File: config.mk
export PLATFORM = sky130hd
export DESIGN_NAME = sms_bk_seq
export DESIGN_NICKNAME = d
export VERILOG_FILES = /design/src/rtl/sms_bk_pkg.sv /design/src/rtl/sms_bk_watchdog.sv /design/src/rtl/sms_bk_seq.sv
export SDC_FILE = /design/constraint.sdc
export NUM_CORES = 1
export LEC_CHECK = 0
export CELL_PAD_IN_SITES_DETAIL_PLACEMENT = 1
export CELL_PAD_IN_SITES_GLOBAL_PLACEMENT = 1
export CORE_ASPECT_RATIO = 0.9
export CORE_MARGIN = 3
export CORE_UTILIZATION = 43
export CTS_BUF_LIST = sky130_fd_sc_hd__clkbuf_8
export DETAILED_ROUTE_END_ITERATION = 10
export DONT_BUFFER_PORTS = 1
export MAX_ROUTING_LAYER = met4
export PLACE_DENSITY = 0.74
export SLEW_MARGIN = 20
export SYNTH_ARGS = -nofsm -noshare
export SYNTH_HDL_FRONTEND = slang
export SYNTH_SLANG_ARGS = --single-unit
File: constraint.sdc
create_clock -name clk_sys -period 2.17 [get_ports clk_sys]
set_input_delay 0.434 -clock clk_sys [delete_from_list [all_inputs] [get_ports clk_sys]]
set_output_delay 0.434 -clock clk_sys [all_outputs]
set_load 0.01 [all_outputs]
File: src/rtl/sms_bk_pkg.sv
// Shared state type and default sizing for the SMS save-state backup sequencer.
// Optional autosave support in the top is guarded by SMS_BK_AUTOSAVE_EN.
package sms_bk_pkg;

  typedef enum logic [1:0] {
    BK_IDLE,
    BK_REQ,
    BK_XFER
  } bk_state_t;

  localparam int          BK_LBA_BITS    = 6;
  localparam logic [23:0] BK_TIMEOUT_DEF = 24'd10000000;

endpackage

File: src/rtl/sms_bk_watchdog.sv
// Per-sector progress watchdog: counts enabled cycles since the last clear and
// flags expiry once TIMEOUT cycles pass without one.
module sms_bk_watchdog
  import sms_bk_pkg::*;
#(
  parameter logic [23:0] TIMEOUT = BK_TIMEOUT_DEF
) (
  input  logic i_clk,
  input  logic i_rst_n,
  input  logic i_clr,
  input  logic i_en,
  output logic o_expired
);

  logic [23:0] r_cnt;

  assign o_expired = (r_cnt >= TIMEOUT);

  // Saturates at TIMEOUT so expiry stays asserted until the owner clears it.
  always_ff @(posedge i_clk or negedge i_rst_n) begin
    if (!i_rst_n) begin
      r_cnt <= '0;
    end else if (i_clr) begin
      r_cnt <= '0;
    end else if (i_en && !o_expired) begin
      r_cnt <= r_cnt + 24'd1;
    end
  end

endmodule

File: src/rtl/sms_bk_seq.sv
// Save-state backup sequencer: turns OSD load/save requests into 64-sector SD bursts.
// Define SMS_BK_AUTOSAVE_EN to add dirty tracking and an autosave trigger input.
module sms_bk_seq
  import sms_bk_pkg::*;
#(
  parameter int          LBA_BITS = BK_LBA_BITS,
  parameter logic [23:0] TIMEOUT  = BK_TIMEOUT_DEF
) (
  input  logic        clk_sys,
  input  logic        reset_n,
  input  logic        downloading,
  input  logic        img_mounted,
  input  logic        img_readonly,
  input  logic [63:0] img_size,
  input  logic        bk_load,
  input  logic        bk_save,
  input  logic [1:0]  slot,
  input  logic        sd_ack,
`ifdef SMS_BK_AUTOSAVE_EN
  input  logic        sav_dirty,
  input  logic        autosave_trig,
`endif
  output logic [31:0] sd_lba,
  output logic        sd_rd,
  output logic        sd_wr,
  output logic        bk_ena,
  output logic        bk_loading,
  output logic        bk_busy,
  output logic        bk_error
);

  bk_state_t   r_state, w_state;
  logic [31:0] r_lba, w_lba;
  logic        r_rd, w_rd, r_wr, w_wr;
  logic        r_loading, w_loading, r_busy, w_busy, r_error, w_error;
  logic        r_ena, w_ena;
  logic        r_oldLoad, r_oldSave, r_oldAck, r_oldDl;

  logic w_dlRise, w_ackRise, w_ackFall;
  logic w_loadStart, w_saveStart, w_autoStart;
  logic w_mountSet, w_lastSector, w_wdClr, w_wdExpired;

  assign w_dlRise     = downloading & ~r_oldDl;
  assign w_ackRise    = sd_ack & ~r_oldAck;
  assign w_ackFall    = ~sd_ack & r_oldAck;
  assign w_loadStart  = bk_load & ~r_oldLoad & r_ena;
  assign w_saveStart  = bk_save & ~r_oldSave & r_ena;
  assign w_mountSet   = downloading & img_mounted & (img_size != 64'd0) & ~img_readonly;
  assign w_lastSector = &r_lba[LBA_BITS-1:0];
  assign w_wdClr      = (r_state == BK_IDLE) | w_ackRise | w_ackFall;

  // A fresh mount during a download beats the clear from that download's rising edge.
  assign w_ena = w_mountSet ? 1'b1 : (w_dlRise ? 1'b0 : r_ena);

`ifdef SMS_BK_AUTOSAVE_EN
  logic r_dirty, r_oldTrig, w_saveDone;

  assign w_autoStart = autosave_trig & ~r_oldTrig & r_ena & r_dirty;
  assign w_saveDone  = (r_state == BK_XFER) & w_ackFall & w_lastSector & ~r_loading
                     & ~w_dlRise & ~w_wdExpired;

  always_ff @(posedge clk_sys or negedge reset_n) begin
    if (!reset_n) begin
      r_dirty   <= 1'b0;
      r_oldTrig <= 1'b0;
    end else begin
      r_dirty   <= sav_dirty | (r_dirty & ~w_saveDone);
      r_oldTrig <= autosave_trig;
    end
  end
`else
  assign w_autoStart = 1'b0;
`endif

  sms_bk_watchdog #(
    .TIMEOUT(TIMEOUT)
  ) u_watchdog (
    .i_clk    (clk_sys),
    .i_rst_n  (reset_n),
    .i_clr    (w_wdClr),
    .i_en     (r_state != BK_IDLE),
    .o_expired(w_wdExpired)
  );

  always_ff @(posedge clk_sys or negedge reset_n) begin
    if (!reset_n) begin
      r_state   <= BK_IDLE;
      r_lba     <= '0;
      r_rd      <= 1'b0;
      r_wr      <= 1'b0;
      r_loading <= 1'b0;
      r_busy    <= 1'b0;
      r_error   <= 1'b0;
      r_ena     <= 1'b0;
      r_oldLoad <= 1'b0;
      r_oldSave <= 1'b0;
      r_oldAck  <= 1'b0;
      r_oldDl   <= 1'b0;
    end else begin
      r_state   <= w_state;
      r_lba     <= w_lba;
      r_rd      <= w_rd;
      r_wr      <= w_wr;
      r_loading <= w_loading;
      r_busy    <= w_busy;
      r_error   <= w_error;
      r_ena     <= w_ena;
      r_oldLoad <= bk_load & r_ena;
      r_oldSave <= bk_save & r_ena;
      r_oldAck  <= sd_ack;
      r_oldDl   <= downloading;
    end
  end

  // Burst sequencing; an abort from any active state overrides the per-state result.
  always_comb begin
    w_state   = r_state;
    w_lba     = r_lba;
    w_rd      = r_rd;
    w_wr      = r_wr;
    w_loading = r_loading;
    w_busy    = r_busy;
    w_error   = r_error;
    case (r_state)
      BK_IDLE: begin
        if (w_loadStart || w_saveStart || w_autoStart) begin
          w_state   = BK_REQ;
          w_lba     = {{(30-LBA_BITS){1'b0}}, slot, {LBA_BITS{1'b0}}};
          w_rd      = w_loadStart;
          w_wr      = ~w_loadStart;
          w_loading = w_loadStart;
          w_busy    = 1'b1;
          w_error   = 1'b0;
        end
      end
      BK_REQ: begin
        if (w_ackRise) begin
          w_rd    = 1'b0;
          w_wr    = 1'b0;
          w_state = BK_XFER;
        end
      end
      BK_XFER: begin
        if (w_ackFall) begin
          if (w_lastSector) begin
            w_state   = BK_IDLE;
            w_busy    = 1'b0;
            w_loading = 1'b0;
          end else begin
            w_lba[LBA_BITS-1:0] = r_lba[LBA_BITS-1:0] + LBA_BITS'(1);
            w_rd    = r_loading;
            w_wr    = ~r_loading;
            w_state = BK_REQ;
          end
        end
      end
      default: w_state = BK_IDLE;
    endcase
    if ((r_state != BK_IDLE) && (w_dlRise || w_wdExpired)) begin
      w_state   = BK_IDLE;
      w_rd      = 1'b0;
      w_wr      = 1'b0;
      w_busy    = 1'b0;
      w_loading = 1'b0;
      w_error   = ~w_dlRise;
    end
  end

  assign sd_lba     = r_lba;
  assign sd_rd      = r_rd;
  assign sd_wr      = r_wr;
  assign bk_ena     = r_ena;
  assign bk_loading = r_loading;
  assign bk_busy    = r_busy;
  assign bk_error   = r_error;

endmodule

**After elaboration in Yosys (flattened, before gate mapping)**

Index checks and enable logic that the tools add are counted.

- Bits in registers: 44
- Input bits: 74
- Output and inout bits: 38
- Logic and storage cells: 107

- Add/sub/neg operators: 2
- $lt $le $gt $ge: 1
- Eq/ne operators: 10
- Mux-type cells: 35
- Bitwise logic cells: 23
- Reduce and logical (&&, ||, !) cells: 22

Operators by type and width:

| cell | count |
|---|---|
| $reduce_bool 64->1 | 1 |
| $mux 24 | 2 |
| $add 24x1->24 const B | 1 |
| $ge 24x24->1 const B | 1 |
| $mux 1 | 20 |
| $mux 6 | 3 |
| $and 1x1->1 | 12 |
| $ne 3x3->1 const B | 4 |
| $pmux 6 s2 | 1 |
| $reduce_bool 2->1 | 6 |
| $not 1->1 | 9 |
| $mux 2 | 4 |
| $reduce_and 4->1 | 2 |
| $add 6x1->6 const B | 1 |
| $pmux 1 s3 | 2 |
| $pmux 2 s3 | 1 |
| $reduce_and 6->1 | 1 |
| $reduce_and 5->1 | 1 |
| $ne 2x2->1 const B | 2 |
| $pmux 1 s2 | 2 |
| $reduce_and 2->1 | 2 |
| $reduce_bool 4->1 | 1 |
| $ne 3x1->1 const B | 1 |
| $reduce_and 3->1 | 1 |
| 9 further kinds | 12 |

**Depth between registers and ports, before layout**

- Depth after elaboration: 7
- Gate-level depth with buffers: 9
- Gate-level depth less buffers: 7

**By module**

Synthesis repeated with hierarchy kept, for this count alone.

- Cell total of the unflattened synthesis: 307
- Area, all modules: 2849.0 um2

Modules (own cells, without submodules):

| module | times used | cells each | area each (um2) | sequential area each (um2) |
|---|---|---|---|---|
| sms_bk_seq | 1 | 154 | 1450.1 | 500.5 |
| sms_bk_watchdog | 1 | 153 | 1398.8 | 600.6 |

**Least setup slack after synthesis**

OpenSTA, ideal clock, no wires.

- Path kind: reg2reg
- Start point: reg r_state[1]
- End point: reg r_lba[5], in the netlist sd_lba[5]
- Library setup time: 0.120 ns
- Arrival time: 1.945 ns
- Data required time: 2.050 ns
- Path slack: 0.105 ns
- Cell stages (with the launch flop): 10
- Path buffers: 2
- Clock period less this slack: 2.065 ns
- Path through: dfrtp_1 > inv_1 > ha_1 > clkbuf_1 > nor2b_1 > a21oi_1 > a211oi_1 > clkbuf_1 > mux2i_1 > nand2_1

- Longest elaborated chain between the ends: 3
- Elaborated cells between the ends (all ways): 8
- Those cells by class: eq/ne (4); mux (1); reduce/logical (3)

RTL lines:

| item | line | source |
|---|---|---|
| start, declared | sms_bk_seq.sv:32 | `bk_state_t r_state, w_state;` |
| start signal, assigned | sms_bk_seq.sv:100 | `r_state <= w_state;` |
| $eq 2x2->1 / $logic_not 2->1 (equally long branches) | sms_bk_seq.sv:124 | `case (r_state)` |
| $ne 2x2->1 (no source line) (tied with other cells) | n/a |  |
| $reduce_and 4->1 (no source line) | n/a |  |
| end signal, assigned | sms_bk_seq.sv:101 | `r_lba <= w_lba;` |
| end, declared | sms_bk_seq.sv:33 | `logic [31:0] r_lba, w_lba;` |

Several ways; a longest one is shown, not always the timed one.
A chain may end at the register's enable or synchronous reset.

**Final worst setup path**

- Start point: reg u_watchdog.r_cnt[17]
- End point: reg u_watchdog.r_cnt[20]

- Longest elaborated chain between the ends: 4
- Elaborated cells between the ends (all ways): 7
- Those cells by class: add/sub (1); order compare (1); mux (2); reduce/logical (3)

RTL lines:

| item | line | source |
|---|---|---|
| start, declared | sms_bk_watchdog.sv:15 | `logic [23:0] r_cnt;` |
| start signal, assigned | sms_bk_watchdog.sv:26 | `r_cnt <= r_cnt + 24'd1;` |
| $ge 24x24->1 | sms_bk_watchdog.sv:17 | `assign o_expired = (r_cnt >= TIMEOUT);` |
| $logic_not 1->1 | sms_bk_watchdog.sv:25 | `end else if (i_en && !o_expired) begin` |
| $logic_and 1x1->1 | sms_bk_watchdog.sv:25 |  |
| $reduce_bool 2->1 (no source line) | n/a |  |

Several ways; a longest one is shown, not always the timed one. The select of a mux whose other input is x is not followed.

==> flow_summary_export.csv <==
group,metric,value,unit
outcome,status,"completed",
grt,grt_antenna_before_repair,0,
power,power.ir.vdd_worst,0.303,mV
synthesis,synthesized_netlist_cell_count,317,
grt,grt_max_degree,45,
power,p_sw,1.04,mW
cells_and_area,multi_input_logic_area,0.00152,sq mm
power,p_leak,1.33,nW
floorplan,floorplan.core_area,0.00622,sq mm
power,clock_power_share,20.8,%
setup_path,critical_path.cell_chain,"nor3_2 -> o21ai_2 -> or4_4 -> or3_1 -> a21oi_1",
place,dp_slack,0.0283,ns
grt,grt_first_pass_wirelength,12600,um
setup_path,critPathTopFamily,"simple AND/OR/NAND/NOR gates",
setup_path,worst-endpoint-required,2.40,ns
power,cellPowerDensity,846,mW/mm^2
setup_path,reg2reg_depth,5,
detailed_routing,ant_nets,0,
synthesis,synth_edf_count,0,
cells_and_area,final_layout_size_suffix_gt1_share,15.2,%
timing,timing.final.crit_share,95.8,%
detailed_routing,drt_iter0_markers,62,
clocking,ctsLongestPathBuffers,2,
setup_path,worst_path_max_delay_cell,"sky130_fd_sc_hd__or4_4",
timing,finalHoldViolCount,0,
timing,slew_violations,0,
grt,global_route.overflow_total,0,
power,power.combinational.fraction,39.0,%
detailed_routing,first_pass_iters,4,
synthesis,synth_top_flop_cell,"sky130_fd_sc_hd__dfrtp_1",
synthesis,syn_avg_cell_area,8.81,sq um
timing,final.min_clock_period,2.08,ns
cells_and_area,final_cell_mix,"sky130_fd_sc_hd__dfrtp_1 (44), sky130_fd_sc_hd__buf_4 (27), sky130_fd_sc_hd__nand2_1 (26)",
synthesis,yosysSeqAreaShare,39.4,%
floorplan,die_height,82.5,um
floorplan,floorplan.io_pins,112,
power,power.share.switching,39.6,%
detailed_routing,num_vias,2447,
setup_path,crit_arrival,2.31,ns
setup_path,worst_setup_path_start_kind,"flip-flop",
cells_and_area,fillers,760,
grt,global_route.usage.total,21.8,%
timing,highest_clock_rate,481,MHz
clocking,cts_made_buffers,5,
timing,setup_viol,0,
floorplan,initial_utilization,44.9,%
timing,worst_slack,0.0902,ns
clocking,clock_sinks,44,
synthesis,synth_area,0.00279,sq mm
cells_and_area,final-seq-area,0.00110,sq mm
place,number_of_port_buffers,0,
min_path,min_delay_path_depth,0,
setup_path,setup.worst_path.class,"flip-flop to flip-flop",
synthesis,post_synth_main_area_contributors,"sky130_fd_sc_hd__dfrtp_1 (39%), sky130_fd_sc_hd__buf_4 (6.4%), sky130_fd_sc_hd__nor4_1 (4.9%)",
power,power.internal,1.59,mW
synthesis,synth.yosys.warnings,0,
detailed_routing,final_routed_wirelength,7870,um
detailed_routing,detail_route.vias_per_cell,5.69,
cells_and_area,final_nets,423,
min_path,holdCritPathClass,"primary input to flip-flop",
place,gp_congestion,0.819,
grt,grt_pass1_vias,2547,
synthesis,yosys_register_bits,44,
place,dp_hpwl,5910,um
cells_and_area,area_growth_syn_to_layout,11.3,%
timing,setup_tns,0,ns
setup_path,cp_num_cells,5,
floorplan,die_area,0.00750,sq mm
synthesis,synth_area_leader_cell,"sky130_fd_sc_hd__dfrtp_1",
detailed_routing,route.detailed.wl_per_inst,18.3,um
cells_and_area,fin_util,50.0,%
cells_and_area,layout.cells.most_common,"sky130_fd_sc_hd__dfrtp_1",
clocking,tritoncts,"yes",
detailed_routing,drt_drc_violations_left,0,
setup_path,crit_buf_inv,0,
job,maxCapViolCount,0,
synthesis,yosysUniqueCellTypes,47,
timing,finalClockSkew,0.00985,ns
synthesis,synth_top_cell_area_share,39.4,%
setup_path,critical_path.endpoint_type,"flip-flop",
clocking,worstSkewPairLatency,0.30,ns
clocking,cts.htree.levels,2,
clocking,clk_pin_slew_worst_paths,0.09,ns
clocking,root_buffer_cell,"sky130_fd_sc_hd__clkbuf_8",
timing,grt_setup_unrepaired,"yes",
setup_path,crit_path_max_incr_delay,0.63,ns
setup_path,crit_path_max_fanout,12,
cells_and_area,insertedDiodeCount,0,
power,seqPwrFrac,40.2,%
floorplan,std_cell_rows,27,
floorplan,die_width,91.0,um
synthesis,synth-async-reset-ratio,100,%
-- metal layers --
layer / part of all wire (%) / vias up / GRT usage (%)
li1: - / 1159 / -
met1: 44 / 1202 / 25.7
met2: 50 / 77 / 38.6
met3: 4.1 / 9 / 3.62
met4: 1.3 / 0 / 7.38
met5: 0 / - / -
-- cell families after synthesis --
logic type,after synthesis,synth area share (%)
buf+inv,48,10.0
other cells,1,0.134
fa+ha+maj,7,3.13
simple gates,140,27.8
compound gates,63,14.6
flops,44,39.4
xor+xnor,6,1.88
mux,8,2.96
-- Yosys cell counts (2+ instances only) --
| cell type | count |
|---|---|
| sky130_fd_sc_hd__nand4_1 | 13 |
| sky130_fd_sc_hd__nand2b_1 | 4 |
| sky130_fd_sc_hd__nand3_1 | 12 |
| sky130_fd_sc_hd__or3_1 | 14 |
| sky130_fd_sc_hd__a21oi_1 | 25 |
| sky130_fd_sc_hd__and4_1 | 2 |
| sky130_fd_sc_hd__inv_1 | 14 |
| sky130_fd_sc_hd__nor2b_1 | 4 |
| sky130_fd_sc_hd__and3_1 | 6 |
| sky130_fd_sc_hd__and2_1 | 2 |
| sky130_fd_sc_hd__o21ai_0 | 15 |
| sky130_fd_sc_hd__o22ai_1 | 2 |
| sky130_fd_sc_hd__nor2_1 | 20 |
| sky130_fd_sc_hd__mux2i_1 | 6 |
| sky130_fd_sc_hd__xnor2_1 | 6 |
| sky130_fd_sc_hd__a32o_1 | 2 |
| sky130_fd_sc_hd__nor4_1 | 22 |
| sky130_fd_sc_hd__nor3_2 | 2 |
| sky130_fd_sc_hd__buf_4 | 24 |
| sky130_fd_sc_hd__nand3b_1 | 2 |
| sky130_fd_sc_hd__buf_2 | 2 |
| sky130_fd_sc_hd__mux2_2 | 2 |
| sky130_fd_sc_hd__clkbuf_1 | 7 |
| sky130_fd_sc_hd__nor3_1 | 6 |
| sky130_fd_sc_hd__nand2_1 | 26 |
| sky130_fd_sc_hd__dfrtp_1 | 44 |
| sky130_fd_sc_hd__o211ai_1 | 3 |
| sky130_fd_sc_hd__a31o_2 | 5 |
| sky130_fd_sc_hd__ha_1 | 7 |
-- layout make-up --
class                   count  area share [%]
flip-flops and latches     44            35.4
well taps                  87            3.50
clock buffers               6            2.66
repair buffers             29            7.73
multi-input cells         248            48.8
inverters                  14            1.69
clock inverters             2           0.241
-- path summary, 6_finish.rpt --
check                                     startpoint  slack, ns              endpoint
worst max register to register  u_watchdog.r_cnt[17]       0.09  u_watchdog.r_cnt[20]
max in group asynchronous                    reset_n       1.31             r_oldSave
worst max-delay path            u_watchdog.r_cnt[17]       0.09  u_watchdog.r_cnt[20]
min in group asynchronous                    reset_n       0.65   u_watchdog.r_cnt[5]
worst min register to register  u_watchdog.r_cnt[23]       0.57  u_watchdog.r_cnt[23]
worst min-delay path                          sd_ack       0.15              r_oldAck
-- through the flow --
step	total power [mW]	cells	hold WS, ns	cell area [sq um]
after floorplan	1.77	340	0.138	2880
final	2.63	430	0.148	3110
after detailed placement	2.03	418	0.140	2950
after CTS	2.61	429	0.139	3080
after global placement	2.00	418	0.139	2950
after global routing	2.82	430	0.132	3110
-- flip-flops by register name (all words and copies together), names as in the netlist --
name              flops
sd_wr                 1
bk_error              1
bk_busy               1
r_oldAck              1
bk_loading            1
sd_lba                8
r_oldDl               1
sd_rd                 1
r_oldSave             1
r_state               2
u_watchdog.r_cnt     24
bk_ena                1
r_oldLoad             1
-- power groups by stage --
stage	combinational, mW	clock, mW	sequential (mW)
3_5_place_dp	0.946	0	1.08
6_report	1.03	0.547	1.06
3_3_place_gp	0.922	0	1.08
5_1_grt	1.15	0.596	1.07
2_1_floorplan	0.725	0	1.05
4_1_cts	0.984	0.561	1.07
-- what timing repair did --
| action | 4_1_cts | 5_1_grt |
|---|---|---|
| endpoints found under the setup margin | 1 | 10 |
| hold buffers | 2 | 0 |
| gates resized for setup | 0 | 5 |
| setup buffers | 1 | 1 |
| pin swaps | 1 | 0 |
| hold endpoints to repair | 44 | 0 |
Power figures use the tool's default switching activity.
